File: config.mk
export PLATFORM = sky130hd
export DESIGN_NAME = blake2_seq_ctrl
export DESIGN_NICKNAME = d
export VERILOG_FILES = /design/src/rtl/blake2_seq_ctrl.sv
export SDC_FILE = /design/constraint.sdc
export NUM_CORES = 1
export LEC_CHECK = 0
export ABC_AREA = 1
export CAP_MARGIN = 10
export CORE_MARGIN = 1
export CORE_UTILIZATION = 40
export DETAILED_ROUTE_END_ITERATION = 8
export GPL_ROUTABILITY_DRIVEN = 1
export PLACE_DENSITY = 0.62
export SYNTH_ARGS = -nofsm -noshare
export SYNTH_HDL_FRONTEND = slang
export SYNTH_SLANG_ARGS = --single-unit
File: constraint.sdc
create_clock -name clk -period 2.5 [get_ports clk]
set_input_delay 0.75 -clock clk [delete_from_list [all_inputs] [get_ports clk]]
set_output_delay 0.75 -clock clk [all_outputs]
set_load 0.02 [all_outputs]
File: src/rtl/blake2_seq_ctrl.sv
// blake2_seq_ctrl
//   Sequencer that drives the BLAKE2 hash core for on-board self-test.
//   It sends the three configuration bytes and then streams a message
//   from a byte source, zero-padded to whole 64-byte blocks. It then
//   waits for the core and collects the digest bytes.
//
// Ports
//   clk, rst        clock and synchronous active-high reset
//   start_i         start pulse, honoured only while idle
//   msg_len_i       message length in bytes, latched on an accepted start
//   src_*           byte source handshake (valid/ready)
//   core_data_o     byte to core (ui_in)
//   core_ctrl_o     {last,cfg,valid} to core (uio_in[2:0])
//   core_ready_i    core accepts the presented byte this cycle
//   core_hv_i       core digest byte valid
//   core_hash_i     core digest byte
//   dig_data_o      captured digest byte
//   dig_valid_o     one-cycle strobe per captured digest byte
//   busy_o          high whenever the sequencer is not idle
//   done_o          one-cycle pulse at the end of a sequence
//   err_o           sticky timeout flag, cleared by the next accepted start
//
// Optional feature (macro DIGEST_CHECK_EN)
//   Adds exp_data_i (expected digest byte, indexed by the capture count)
//   and match_o. match_o is high when every captured byte equals its
//   expected value. It is meaningful while done_o is high and is forced
//   low on a timeout.
module blake2_seq_ctrl #(
  parameter int MLEN_W   = 16,
  parameter int DIGEST_B = 32,
  parameter int TIMEOUT  = 4096
) (
  input  logic              clk,
  input  logic              rst,
  input  logic              start_i,
  input  logic [MLEN_W-1:0] msg_len_i,
  input  logic [7:0]        src_data_i,
  input  logic              src_valid_i,
  output logic              src_ready_o,
  output logic [7:0]        core_data_o,
  output logic [2:0]        core_ctrl_o,
  input  logic              core_ready_i,
  input  logic              core_hv_i,
  input  logic [7:0]        core_hash_i,
  output logic [7:0]        dig_data_o,
  output logic              dig_valid_o,
  output logic              busy_o,
  output logic              done_o,
`ifdef DIGEST_CHECK_EN
  input  logic [7:0]        exp_data_i,
  output logic              match_o,
`endif
  output logic              err_o
);

  // Byte count needs one extra bit: a maximum-length message pads to 2^MLEN_W.
  localparam int CNT_W  = MLEN_W + 1;
  localparam int WAIT_W = (TIMEOUT > 1) ? $clog2(TIMEOUT) : 1;
  localparam int DCNT_W = $clog2(DIGEST_B + 1);

  typedef enum logic [2:0] {
    S_IDLE, S_CONF, S_STREAM, S_PAD, S_WAIT, S_READ, S_DONE
  } state_e;

  state_e            state_q, state_d;
  logic [MLEN_W-1:0] len_q, len_d;
  logic [1:0]        conf_idx_q, conf_idx_d;
  logic [CNT_W-1:0]  byte_cnt_q, byte_cnt_d;
  logic [WAIT_W-1:0] wait_cnt_q, wait_cnt_d;
  logic [DCNT_W-1:0] dig_cnt_q, dig_cnt_d;
  logic [7:0]        dig_data_q, dig_data_d;
  logic              dig_valid_q, dig_valid_d;
  logic              err_q, err_d;
`ifdef DIGEST_CHECK_EN
  logic              match_q, match_d;
`endif

  logic [CNT_W-1:0]  byte_cnt_inc;
  logic [DCNT_W-1:0] dig_cnt_inc;
  logic              stream_end;
  logic [15:0]       len16;
  logic              capture;

  assign byte_cnt_inc = byte_cnt_q + CNT_W'(1);
  assign dig_cnt_inc  = dig_cnt_q + DCNT_W'(1);
  assign stream_end   = (byte_cnt_inc == {1'b0, len_q});
  assign len16        = 16'(len_q);

  // State and datapath registers
  always_ff @(posedge clk) begin
    if (rst) begin
      state_q     <= S_IDLE;
      len_q       <= '0;
      conf_idx_q  <= '0;
      byte_cnt_q  <= '0;
      wait_cnt_q  <= '0;
      dig_cnt_q   <= '0;
      dig_data_q  <= '0;
      dig_valid_q <= 1'b0;
      err_q       <= 1'b0;
`ifdef DIGEST_CHECK_EN
      match_q     <= 1'b0;
`endif
    end else begin
      state_q     <= state_d;
      len_q       <= len_d;
      conf_idx_q  <= conf_idx_d;
      byte_cnt_q  <= byte_cnt_d;
      wait_cnt_q  <= wait_cnt_d;
      dig_cnt_q   <= dig_cnt_d;
      dig_data_q  <= dig_data_d;
      dig_valid_q <= dig_valid_d;
      err_q       <= err_d;
`ifdef DIGEST_CHECK_EN
      match_q     <= match_d;
`endif
    end
  end

  // Next-state and counter logic
  always_comb begin
    state_d     = state_q;
    len_d       = len_q;
    conf_idx_d  = conf_idx_q;
    byte_cnt_d  = byte_cnt_q;
    wait_cnt_d  = wait_cnt_q;
    dig_cnt_d   = dig_cnt_q;
    dig_data_d  = dig_data_q;
    dig_valid_d = 1'b0;
    err_d       = err_q;
    capture     = 1'b0;
`ifdef DIGEST_CHECK_EN
    match_d     = match_q;
`endif
    case (state_q)
      S_IDLE: begin
        if (start_i) begin
          len_d      = msg_len_i;
          err_d      = 1'b0;
          conf_idx_d = '0;
          byte_cnt_d = '0;
          wait_cnt_d = '0;
          dig_cnt_d  = '0;
`ifdef DIGEST_CHECK_EN
          match_d    = 1'b1;
`endif
          state_d    = S_CONF;
        end
      end
      S_CONF: begin
        if (core_ready_i) begin
          if (conf_idx_q == 2'd2) begin
            state_d = (len_q == '0) ? S_PAD : S_STREAM;
          end else begin
            conf_idx_d = conf_idx_q + 2'd1;
          end
        end
      end
      S_STREAM: begin
        if (src_valid_i && core_ready_i) begin
          byte_cnt_d = byte_cnt_inc;
          // A message ending exactly on a block boundary needs no padding.
          if (stream_end) begin
            state_d = (byte_cnt_inc[5:0] == 6'd0) ? S_WAIT : S_PAD;
          end
        end
      end
      S_PAD: begin
        if (core_ready_i) begin
          byte_cnt_d = byte_cnt_inc;
          if (byte_cnt_q[5:0] == 6'd63) begin
            state_d = S_WAIT;
          end
        end
      end
      S_WAIT, S_READ: begin
        if (core_hv_i) begin
          capture   = 1'b1;
          dig_cnt_d = dig_cnt_inc;
          state_d   = (dig_cnt_inc == DCNT_W'(DIGEST_B)) ? S_DONE : S_READ;
        end else if (state_q == S_WAIT) begin
          if (wait_cnt_q == WAIT_W'(TIMEOUT - 1)) begin
            err_d   = 1'b1;
`ifdef DIGEST_CHECK_EN
            match_d = 1'b0;
`endif
            state_d = S_DONE;
          end else begin
            wait_cnt_d = wait_cnt_q + WAIT_W'(1);
          end
        end
      end
      S_DONE: begin
        state_d = S_IDLE;
      end
      default: begin
        state_d = S_IDLE;
      end
    endcase

    if (capture) begin
      dig_valid_d = 1'b1;
      dig_data_d  = core_hash_i;
`ifdef DIGEST_CHECK_EN
      if (core_hash_i != exp_data_i) begin
        match_d = 1'b0;
      end
`endif
    end
  end

  // Core bus and status outputs
  always_comb begin
    src_ready_o = 1'b0;
    core_data_o = 8'h00;
    core_ctrl_o = 3'b000;
    busy_o      = (state_q != S_IDLE);
    done_o      = (state_q == S_DONE);
    case (state_q)
      S_CONF: begin
        core_ctrl_o = 3'b011;
        case (conf_idx_q)
          2'd0:    core_data_o = 8'(DIGEST_B);
          2'd1:    core_data_o = len16[7:0];
          default: core_data_o = len16[15:8];
        endcase
      end
      S_STREAM: begin
        core_data_o = src_data_i;
        src_ready_o = core_ready_i;
        core_ctrl_o = {src_valid_i && stream_end && (byte_cnt_inc[5:0] == 6'd0),
                       1'b0, src_valid_i};
      end
      S_PAD: begin
        core_ctrl_o = {(byte_cnt_q[5:0] == 6'd63), 1'b0, 1'b1};
      end
      default: begin
        core_ctrl_o = 3'b000;
      end
    endcase
  end

  assign dig_data_o  = dig_data_q;
  assign dig_valid_o = dig_valid_q;
  assign err_o       = err_q;
`ifdef DIGEST_CHECK_EN
  assign match_o     = match_q;
`endif

endmodule

Word level (Yosys, flattened, before mapping) --
Cells that the tools add are included.
Storage, ports and cells: bits in registers 66, input bits 38, word-level logic and storage cells 101
Cells by class: $add $sub $neg 4, eq/ne operators 27, mux-type cells 42, reductions and logical operators 19
Operators with widths (number):
- $mux W17 | 3
- $pmux W17 S3 | 1
- $mux W12 | 4
- $mux W3 | 11
- $pmux W8 S2 | 2
- $ne A2 B2 Y1 const B | 13
- $pmux W12 S2 | 1
- $add A17 B1 Y17 const B | 1
- $eq A17 B16 Y1 | 1
- $logic_not A16 Y1 | 1
- $pmux W3 S5 | 1
- $add A12 B1 Y12 const B | 1
- $eq A12 B12 Y1 const B | 1
- $eq A6 B6 Y1 const B | 2
- $mux W6 | 2
- $pmux W6 S2 | 1
- $reduce_and A5 Y1 | 2
- $eq A3 B3 Y1 const B | 3
- $mux W1 | 9
- $pmux W3 S3 | 1
- $reduce_and A9 Y1 | 1
- $mux W2 | 4
- $reduce_and A4 Y1 | 2
- $add A6 B1 Y6 const B | 1
- other kinds (17) | 23

Logic depth before layout (Yosys ltp) --
Gate-level depths: netlist (run 1).
depth in word-level cells 6, depth in mapped cells 17, mapped depth without buffers 17

Worst setup path after synthesis (run 1) --
No wires, ideal clock.
path type reg-to-output, start reg byte_cnt_q[0], end out core_ctrl_o[2], arrival 1.973 ns, data required time 1.750 ns, setup slack -0.223 ns, cell stages (with the launch flop) 11, path through dfxtp_1 > ha_1 > or2_2 > nand2_1 > xor2_1 > nand2_1 > nor2_1 > nand2_1 > nor2_2 > nand3_2 > o31ai_1
Between the ends: cells in the longest elaborated chain, start to end 5
RTL lines:
- start: declaration | RTL line 68 | logic [CNT_W-1:0] byte_cnt_q, byte_cnt_d;
- start signal: assignment | RTL line 108 | byte_cnt_q <= byte_cnt_d;
- $add A17 B1 Y17 | RTL line 84 | assign byte_cnt_inc = byte_cnt_q + CNT_W'(1);
- $eq A17 B16 Y1 | RTL line 86 | assign stream_end = (byte_cnt_inc == {1'b0, len_q});
- $logic_and A1 B1 Y1 (2 in a row) | RTL line 231 | core_ctrl_o = {src_valid_i && stream_end && (byte_cnt_inc[5:0] == 6'd0),
- $pmux W3 S3 (*) | RTL line 219 | case (state_q)
- end: declaration | RTL line 41 | output logic [2:0] core_ctrl_o,
Mark *: on every way between the ends. The rest lies on a longest branch, timed or not.

Worst setup path in the final report (run 1) --
start reg byte_cnt_q[10], end out core_ctrl_o[2]
Between the ends: cells in the longest elaborated chain, start to end 5
RTL lines (RTL line):
- $add A17 B1 Y17 | 84
- $eq A17 B16 Y1 | 86
- $logic_and A1 B1 Y1 (2 in a row) | 231
- $pmux W3 S3 | 219
Every way passes these cells.

==> results of run 1 <==
cells by family (layout without fill, tap and decap cells):
logic type / after synthesis / after routing / share of synthesized area, %
fa+ha+maj: 6 / 6 / 1.98
simple gates: 272 / 272 / 32.7
flops: 66 / 66 / 34.8
compound gates: 118 / 118 / 18.2
buf+inv: 88 / 241 / 9.17
xor+xnor: 12 / 12 / 3.17
cell type report:
class,count,area share [%]
repair buffers,152,23.7
clock buffers,9,2.27
inverters,73,5.02
flip-flops and latches,66,24.5
well taps,111,2.54
multi-input cells,408,41.1
clock inverters,7,0.940
sequential cells by signal (all words and copies together), names as in the netlist:
signal and flops:
wait_cnt_q 12, byte_cnt_q 17, dig_cnt_q 6, dig_data_o 8
err_o 1, dig_valid_o 1, len16 16, conf_idx_q 2
state_q 3
worst max-delay path: stages (launching register included):
cell and delay, ns:
dfxtp_1 0.40, buf_4 0.16, nand2_1 0.05, nor2_1 0.24, nand4_1 0.17, nand3_1 0.13, nand2_1 0.05, inv_1 0.04
nand2_1 0.05, nor2_2 0.09, nand3_2 0.13, o31ai_4 0.20, buf_6 0.15
worst paths after layout:
kind / start / end / cells after the start
worst min-delay path: dig_cnt_q[5] / dig_cnt_q[5] / 2
worst min register to register: dig_cnt_q[5] / dig_cnt_q[5] / 2
worst max register to register: wait_cnt_q[1] / wait_cnt_q[5] / 11
worst max-delay path: byte_cnt_q[10] / core_ctrl_o[2] / 12
layout by cell type, fill, tap and decap left out, drive strengths merged:
master         Yosys  layout
nand2            130     130
buf                6     102
inv               72      74
nor2              73      73
dfxtp             66      66
a21oi             50      50
clkdlybuf4s50      0      46
nand3             38      38
o21ai             34      34
nand4             12      12
nor3              10      10
clkbuf             9       9
o22ai              7       7
a22o               7       7
a211oi             7       7
xor2               6       6
ha                 6       6
xnor2              5       5
nor4               4       4
clkinv             1       4
a31oi              3       3
dlygate4sd2        0       3
or2                3       3
o2111ai            2       2
clkinvlp           0       2
o31ai              2       2
nand3b             1       1
o21bai             1       1
xor3               1       1
o32ai              1       1
a32o               1       1
o211ai             1       1
a221oi             1       1
nor3b              1       1
o21a               1       1
dlymetal6s2s       0       1
power breakdown:
| part | internal [uW] | switching, uW |
|---|---|---|
| sequential | 1190 | 100 |
| clock | 365 | 485 |
| combinational | 930 | 1270 |
| total | 2480 | 1850 |
through the flow:
stage | hold WS [ns] | TNS, ns | power [uW] | setup slack [ns] | util (%)
after global placement | 0.462 | -3.03 | 3410 | -0.602 | 56.3
after global routing | 0.513 | -0.633 | 4600 | -0.633 | 59.4
after floorplan | 0.444 | 0 | 2480 | 0.0242 | -
after CTS | 0.481 | -0.490 | 4260 | -0.490 | 58.3
final | 0.482 | -0.479 | 4330 | -0.479 | 59.4
after detailed placement | 0.461 | -3.12 | 3430 | -0.656 | 56.3
cell usage after synthesis (all sizes together) (2+ instances only):
| library cell | number | area share, % |
|---|---|---|
| a211oi | 7 | 1.4 |
| a21oi | 50 | 6.7 |
| a22o | 7 | 1.6 |
| a31oi | 3 | 0.49 |
| buf | 6 | 1.0 |
| clkbuf | 9 | 0.92 |
| dfxtp | 66 | 35 |
| ha | 6 | 2.0 |
| inv | 72 | 7.1 |
| nand2 | 130 | 14 |
| nand3 | 38 | 5.1 |
| nand4 | 12 | 2.0 |
| nor2 | 73 | 8.9 |
| nor3 | 10 | 1.3 |
| nor4 | 4 | 0.66 |
| o2111ai | 2 | 0.46 |
| o21ai | 34 | 4.5 |
| o22ai | 7 | 1.2 |
| o31ai | 2 | 0.40 |
| or2 | 3 | 0.49 |
| xnor2 | 5 | 1.2 |
| xor2 | 6 | 1.4 |
timing repair:
item                                    CTS  global route
buffers inserted                          2             0
gates resized for setup                  63            31
pin swaps                                 3             9
endpoints found under the hold margin     0             0
endpoints found under the setup margin   14            11
layer usage:
| layer | routed length [um] | part of all wire [%] | vias to the layer above |
|---|---|---|---|
| met2 | 6000 | 50 | 101 |
| met3 | 518 | 4.3 | 18 |
| met5 | 0 | 0 | - |
| met1 | 5340 | 44 | 2000 |
| met4 | 228 | 1.9 | 0 |
| li1 | - | - | 2164 |
==> flow_metrics.env, run 1 <==
export IMPL_routedWlPerCell_um=14.6
export IMPL_reg2reg_setup_slack_ns=0.41
export IMPL_synth_edf_count=0
export IMPL_ir_drop_mv=0.639
export IMPL_cts_hold_fix_buffers=0
export IMPL_syn_nets=606
export IMPL_violations="setup timing"
export IMPL_clock_fmax_mhz=336
export IMPL_final_cell_area_um2=5460
export IMPL_clk_pin_slew_ns=0.08
export IMPL_h_tree_depth=3
export IMPL_grtUsageMet2_pct=46.4
export IMPL_drive_above_1_share_pct=26.3
export IMPL_drv_slew=0
export IMPL_async_reset_ff_share_pct=0
export IMPL_coreArea_um2=9200
export IMPL_hold_viol=0
export IMPL_io_buffers=61
export IMPL_clk_insertion_delay_late_ns=0.36
export IMPL_grt_start_max_net_pins=27
export IMPL_synthFlopType="dfxtp_1"
export IMPL_routabilityCongestion=0.904
export IMPL_antenna_cells=0
export IMPL_start_kind="register"
export IMPL_num_vias=4283
export IMPL_cts_root_buffer="clkbuf_8"
export IMPL_yosysUniqueCellTypes=44
export IMPL_setup_ws_ns=-0.479
export IMPL_cts_sinks=66
export IMPL_globalRouteTotalUtil_pct=25.5
export IMPL_cts_tree="yes"
export IMPL_ys_seq_elements=66
export IMPL_period_minus_slack_ns=2.98
export IMPL_required_ns=1.75
export IMPL_final_cells=826
export IMPL_ys_seq_area_share_pct=34.8
export IMPL_drc=0
export IMPL_status="complete, but fails checks"
export IMPL_end_kind="output port"
export IMPL_regArea_um2=1340
export IMPL_worst_slew_pin_slew_ns=0.427
export IMPL_clockBufferDepth=2
export IMPL_nets=754
export IMPL_die_w_um=99.4
export IMPL_multiInputGateArea_um2=2240
export IMPL_finalWirelength_um=12100
export IMPL_busiest_layer="met2"
export IMPL_yosysWarnings=0
export IMPL_area_growth_pct=44.0
export IMPL_finalCritPeriodShare_pct=119
export IMPL_die_y_um=99.4
export IMPL_drtPass1Iterations=6
export IMPL_rows=35
export IMPL_grt_ovfl_total=0
export IMPL_ant_nets=0
export IMPL_rsz0062_at_grt="yes"
export IMPL_relSlewSlack_pct=71.5
export IMPL_cp_max_fo=4
export IMPL_finClkSkew_ns=0.0131
export IMPL_setup_viol=1
export IMPL_dp_hpwl_um=9230
export IMPL_hold_class="register to register"
export IMPL_vias_per_cell=5.19
export IMPL_power_density_nw_per_um2=793
export IMPL_antenna_found_initial=0
export IMPL_placed_cell_area_um2=5170
export IMPL_drt_iter0_markers=190
export IMPL_synth_cells=562
export IMPL_die_area_um2=9870
export IMPL_final_fill_count=891
export IMPL_max_cap_violations=0
export IMPL_avgSynthCellArea_um2=6.75
export IMPL_grt_pass1_wl_um=19600
export IMPL_placed_cells=808
export IMPL_cp_data_arrival_time_ns=2.23
export IMPL_grt_pass1_vias=4209
export IMPL_crit_type="register to output port"
export IMPL_start_util_pct=41.2
export IMPL_grtUsageMet1_pct=29.9
export IMPL_syn_area_um2=3790
export IMPL_grtUsageMet3_pct=4.08
export IMPL_leakagePower_uw=0.00225
export IMPL_ios=62
export IMPL_numCtsBuffers=9
Power figures use the tool's default switching activity.
==> inputs of run 2 (changes only) <==
==> config.mk (replaced) <==
export PLATFORM = sky130hd
export DESIGN_NAME = blake2_seq_ctrl
export DESIGN_NICKNAME = d
export VERILOG_FILES = /design/src/rtl/blake2_seq_ctrl.sv
export SDC_FILE = /design/constraint.sdc
export NUM_CORES = 1
export LEC_CHECK = 0
export CAP_MARGIN = 10
export CELL_PAD_IN_SITES_DETAIL_PLACEMENT = 1
export CELL_PAD_IN_SITES_GLOBAL_PLACEMENT = 2
export CORE_MARGIN = 1
export CORE_UTILIZATION = 31
export DETAILED_ROUTE_END_ITERATION = 8
export GPL_ROUTABILITY_DRIVEN = 0
export PLACE_DENSITY = 0.8
export SYNTH_ARGS = -nofsm -noshare
export SYNTH_HDL_FRONTEND = slang
export SYNTH_SLANG_ARGS = --single-unit
==> flow_metrics.env, run 2 <==
export IMPL_status="complete, but fails checks"
export IMPL_violations="setup timing"
export IMPL_cts_root_buffer="clkbuf_16"
export IMPL_synthFlopType="dfxtp_1"
export IMPL_start_util_pct=32.0
export IMPL_yosysMostFrequentCell="nand2_1"
export IMPL_required_ns=1.75
export IMPL_ys_seq_elements=66
export IMPL_cts_tree="yes"
export IMPL_clockBufferDepth=2
export IMPL_avgSynthCellArea_um2=7.42
export IMPL_cp_max_fo=6
export IMPL_p_sw_uw=1520
export IMPL_worst_slew_pin_slew_ns=0.548
export IMPL_numCtsBuffers=9
export IMPL_setup_viol=1
export IMPL_drtPass1Iterations=5
export IMPL_antenna_cells=0
export IMPL_cellInternalPower_uw=2600
export IMPL_power_density_nw_per_um2=730
export IMPL_globalRouteTotalUtil_pct=22.3
export IMPL_ant_nets=0
export IMPL_drv_slew=0
export IMPL_finClkSkew_ns=0.00626
export IMPL_routedWlPerCell_um=16.7
export IMPL_yosysUniqueCellTypes=60
export IMPL_clk_insertion_delay_late_ns=0.33
export IMPL_synth_area_top_cells="dfxtp_1 (34%), nand2_1 (8.4%), a21oi_1 (8.3%), nor2_1 (5.6%), xnor2_1 (5.4%)"
export IMPL_pre_cts_slack_ns=-0.732
export IMPL_yosys_top_cells_count="nand2_1 (87), dfxtp_1 (66), a21oi_1 (64), nor2_1 (58), o21ai_0 (29)"
export IMPL_crit_type="register to output port"
export IMPL_pwr_share_comb_pct=39.8
export IMPL_die_area_um2=13000
export IMPL_async_reset_ff_share_pct=0
export IMPL_drive_above_1_share_pct=23.7
export IMPL_grt_start_max_net_pins=29
export IMPL_ios=62
export IMPL_yosysWarnings=0
export IMPL_io_buffers=61
export IMPL_area_growth_pct=45.5
export IMPL_rsz0062_at_grt="yes"
export IMPL_cp_data_arrival_time_ns=2.33
export IMPL_cts_sinks=66
export IMPL_yosys_area_top_type_share_pct=34.1
export IMPL_syn_nets=567
export IMPL_finalCritPeriodShare_pct=123
export IMPL_p_clk_share_pct=30.6
export IMPL_coreArea_um2=12100
export IMPL_clock_fmax_mhz=325
export IMPL_synth_edf_count=0
export IMPL_leakagePower_uw=0.00215
export IMPL_start_kind="register"
export IMPL_top_register="byte_cnt_q"
export IMPL_ir_drop_mv=0.393
export IMPL_die_y_um=114
export IMPL_final_common_cell="buf_4"
export IMPL_h_tree_depth=3
export IMPL_rows=40
export IMPL_setup_ws_ns=-0.578
export IMPL_relSlewSlack_pct=63.2
export IMPL_finalWirelength_um=13900
export IMPL_seqPwrFrac_pct=29.5
export IMPL_cts_hold_fix_buffers=0
export IMPL_synth_cells=523
export IMPL_drc=0
export IMPL_mostFrequentLayoutCells="buf_4 (97), nand2_1 (86), a21oi_1 (63), dfxtp_1 (62), nor2_1 (58)"
export IMPL_hold_class="register to register"
export IMPL_period_minus_slack_ns=3.08
export IMPL_grt_pass1_wl_um=22600
export IMPL_die_w_um=114
export IMPL_dp_hpwl_um=10200
export IMPL_largest_reg_flops=17
export IMPL_grt_pass1_vias=4504
export IMPL_hold_viol=0
export IMPL_yosys_area_top_type="dfxtp_1"
export IMPL_syn_area_um2=3880
export IMPL_antenna_found_initial=0
export IMPL_ys_seq_area_share_pct=34.1
export IMPL_sw_frac_of_total_pct=36.8
export IMPL_vias_per_cell=5.11
export IMPL_max_cap_violations=0
export IMPL_grt_ovfl_total=0
export IMPL_end_kind="output port"
export IMPL_finalSetupTns_ns=-0.578
export IMPL_drt_iter0_markers=104
export IMPL_num_vias=4248
export IMPL_nets=703
export IMPL_clk_pin_slew_ns=0.05
==> run 2: logic make-up (layout without fill, tap and decap cells) <==
logic type,Yosys count,in the layout,share of synthesized area [%]
buffers and inverters,42,182,5.10
AO/OA/AOI/OAI,127,127,19.3
multiplexers,3,3,0.774
adder cells (fa/ha/maj),6,6,1.94
XOR/XNOR,33,33,7.45
AND/OR/NAND/NOR,246,246,31.4
flip-flops,66,66,34.1
==> run 2: cell type report <==
class                           count  area, um2
Fill cell                        1516       6470
Multi-Input combinational cell    415       2490
Sequential cell                    66       1330
Timing Repair Buffer              158       1300
Clock buffer                       13        250
Tap cell                          168        210
Clock inverter                      2       37.5
Inverter                            9       33.8
==> run 2: worst max-delay path, stage by stage (launching register included) <==
cell      delay, ns
dfxtp_1        0.31
buf_4          0.15
xnor2_1        0.42
o221a_2        0.31
a311oi_2       0.06
a211oi_2       0.23
nand4_2        0.19
o21ai_4        0.19
buf_6          0.14
==> run 2: worst paths after layout <==
check / startpoint / endpoint / slack (ns) / cells past startpoint
max: byte_cnt_q[10] / core_ctrl_o[2] / -0.58 / 8
min: dig_data_o[2] / dig_data_o[2] / 0.45 / 2
max reg2reg: byte_cnt_q[10] / state_q[1] / 0.06 / 10
min reg2reg: dig_data_o[2] / dig_data_o[2] / 0.45 / 2
==> run 2: through the flow <==
stage	hold WS (ns)	power (uW)	cells	util [%]	cell area, um2
2_1_floorplan	0.445	2100	523	-	3920
3_3_place_gp	0.443	2830	814	43.6	5280
3_5_place_dp	0.450	2870	814	43.6	5280
4_1_cts	0.459	4110	830	46.0	5580
5_1_grt	0.486	4350	831	46.6	5650
6_report	0.454	4120	831	46.6	5650
==> run 2: power by group through the flow <==
| stage | combinational (uW) | clock, uW | sequential [uW] |
|---|---|---|---|
| final | 1640 | 1260 | 1220 |
| after global routing | 1790 | 1340 | 1230 |
| after CTS | 1600 | 1300 | 1210 |
| after detailed placement | 1630 | 0 | 1230 |
| after global placement | 1600 | 0 | 1230 |
| after floorplan | 893 | 0 | 1210 |
==> run 2: per-layer routing <==
metal / wire [um] / part of all wire [%] / vias to the layer above / GRT usage, %
met4: 170 / 1.2 / 0 / 7.01
met3: 601 / 4.3 / 12 / 4.57
li1: - / - / 2102 / -
met2: 6670 / 48 / 87 / 38.3
met1: 6460 / 46 / 2047 / 27.9
met5: 0 / 0 / - / 0
==> run 2: repair_timing <==
item / CTS / global route
pin swaps: 2 / 3
endpoints found under the setup margin: 14 / 16
buffers inserted: 1 / 1
gates resized for setup: 61 / 18
==> inputs of run 3 (changes only) <==
--- a/config.mk
+++ b/config.mk
@@ -12,6 +12,7 @@
 export CORE_UTILIZATION = 31
 export DETAILED_ROUTE_END_ITERATION = 8
 export GPL_ROUTABILITY_DRIVEN = 0
+export GPL_TIMING_DRIVEN = 0
 export PLACE_DENSITY = 0.8
 export SYNTH_ARGS = -nofsm -noshare
 export SYNTH_HDL_FRONTEND = slang
==> flow_metrics.env, run 3 (same netlist as run 2, synthesis figures left out) <==
export IMPL_die_area_um2=13000
export IMPL_start_util_pct=32.0
export IMPL_rows=40
export IMPL_top_register="byte_cnt_q"
export IMPL_numCtsBuffers=9
export IMPL_path_cells="ha_4 -> and3_4 -> nand4_4 -> or4_4 -> a211oi_4 -> nand4_4 -> o21ai_4 -> buf_6"
export IMPL_cp_startpoint="byte_cnt_q[0]"
export IMPL_globalRouteTotalUtil_pct=21.8
export IMPL_routedWlPerCell_um=17.5
export IMPL_die_w_um=114
export IMPL_dp_hpwl_um=9660
export IMPL_end_kind="output port"
export IMPL_clk_insertion_delay_late_ns=0.34
export IMPL_ir_drop_mv=0.344
export IMPL_coreArea_um2=12100
export IMPL_grt_ovfl_total=0
export IMPL_regArea_um2=1340
export IMPL_critPathSlowestCell="or4_4"
export IMPL_final_core_util_pct=44.6
export IMPL_vias_per_cell=5.26
export IMPL_period_minus_slack_ns=3.17
export IMPL_nets=655
export IMPL_rr_startpoint="byte_cnt_q[0]"
export IMPL_crit_type="register to output port"
export IMPL_setup_ws_ns=-0.665
export IMPL_hold_class="register to register"
export IMPL_cp_common_cell="nand4_4"
export IMPL_h_tree_depth=3
export IMPL_ios=62
export IMPL_status="complete, but fails checks"
export IMPL_mostFrequentLayoutCells="nand2_1 (85), a21oi_1 (63), dfxtp_1 (56), nor2_1 (54), clkdlybuf4s50_1 (45)"
export IMPL_grt_pass1_vias=4182
export IMPL_worst_slew_pin_slew_ns=0.714
export IMPL_antenna_found_initial=0
export IMPL_io_buffers=61
export IMPL_power_density_nw_per_um2=754
export IMPL_antenna_cells=0
export IMPL_drive_above_1_share_pct=18.6
export IMPL_drtPass1Iterations=4
export IMPL_max_cap_violations=0
export IMPL_required_ns=1.75
export IMPL_ant_nets=0
export IMPL_drc=0
export IMPL_cp_max_fo=3
export IMPL_finalWirelength_um=13600
export IMPL_drv_slew=0
export IMPL_cpPeakStageDelay_ns=0.56
export IMPL_largest_reg_flops=17
export IMPL_hold_viol=0
export IMPL_grt_start_max_net_pins=11
export IMPL_relSlewSlack_pct=52.4
export IMPL_clock_fmax_mhz=316
export IMPL_final_cells=782
export IMPL_drt_iter0_markers=146
export IMPL_num_vias=4112
export IMPL_leakagePower_uw=0.00192
export IMPL_die_y_um=114
export IMPL_min_from="dig_data_o[6]"
export IMPL_finClkSkew_ns=0.00579
export IMPL_ff2ff_path_depth=9
export IMPL_min_path_cells=2
export IMPL_rsz0062_at_grt="yes"
export IMPL_clockBufferDepth=2
export IMPL_multiInputGateArea_um2=2590
export IMPL_area_growth_pct=39.4
export IMPL_cp_data_arrival_time_ns=2.42
export IMPL_violations="setup timing"
export IMPL_setup_viol=1
export IMPL_cts_root_buffer="clkbuf_16"
export IMPL_grt_pass1_wl_um=21700
export IMPL_final_fill_count=1514
export IMPL_finalCritPeriodShare_pct=127
export IMPL_placed_cells=752
export IMPL_cts_sinks=66
export IMPL_clk_pin_slew_ns=0.06
export IMPL_final_common_cell="nand2_1"
export IMPL_start_kind="register"
export IMPL_cts_tree="yes"
==> run 3: stage by stage <==
stage               power, uW  setup slack, ns  hold slack (ns)  instance area, um2  setup TNS, ns
finish                   4080           -0.665            0.456                5410         -0.665
global route             4290           -0.716            0.482                5410         -0.716
global placement         2620            -1.08            0.442                4740         -13.98
CTS                      4010           -0.699            0.461                5210         -0.699
floorplan                2100           -0.191            0.445                3920         -0.191
detailed placement       2640            -1.12            0.450                4740         -15.25
==> run 3: per-layer routing <==
| metal | part of all wire (%) | track usage [%] | vias up |
|---|---|---|---|
| li1 | - | - | 2011 |
| met2 | 47 | 36.4 | 101 |
| met5 | 0 | 0 | - |
| met1 | 44 | 27.0 | 1979 |
| met4 | 2.2 | 8.48 | 0 |
| met3 | 6.6 | 5.53 | 21 |
==> run 3: where the power goes <==
| part | switching (uW) | internal [uW] |
|---|---|---|
| combinational | 930 | 595 |
| clock | 486 | 812 |
| sequential | 124 | 1130 |
==> run 3: critical path, delay by kind of cell (launching register included) <==
family / cells / cell delay (ns)
buffers and inverters: 1 / 0.13
flip-flops: 1 / 0.35
AO/OA/AOI/OAI: 2 / 0.45
AND/OR/NAND/NOR: 4 / 1.00
adder cells (fa/ha/maj): 1 / 0.15
==> run 3: final timing paths <==
| kind | slack [ns] | to |
|---|---|---|
| min | 0.46 | dig_data_o[6] |
| max reg2reg | 0.10 | state_q[1] |
| max | -0.67 | core_ctrl_o[2] |
| min reg2reg | 0.46 | dig_data_o[6] |
==> run 3: layout make-up <==
class,count,share of cell area (%)
clock buffers,11,4.67
repair buffers,80,13.7
clock inverters,3,0.740
well taps,168,3.89
inverters,9,0.625
flip-flops and latches,66,24.7
plain buffers,30,3.73
multi-input cells,415,47.9
==> run 3: what timing repair did <==
action,CTS,global route
pin swaps,5,9
hold buffers,0,0
buffers inserted,10,9
endpoints found under the setup margin,29,13
resized for setup,103,32
cloned,0,0
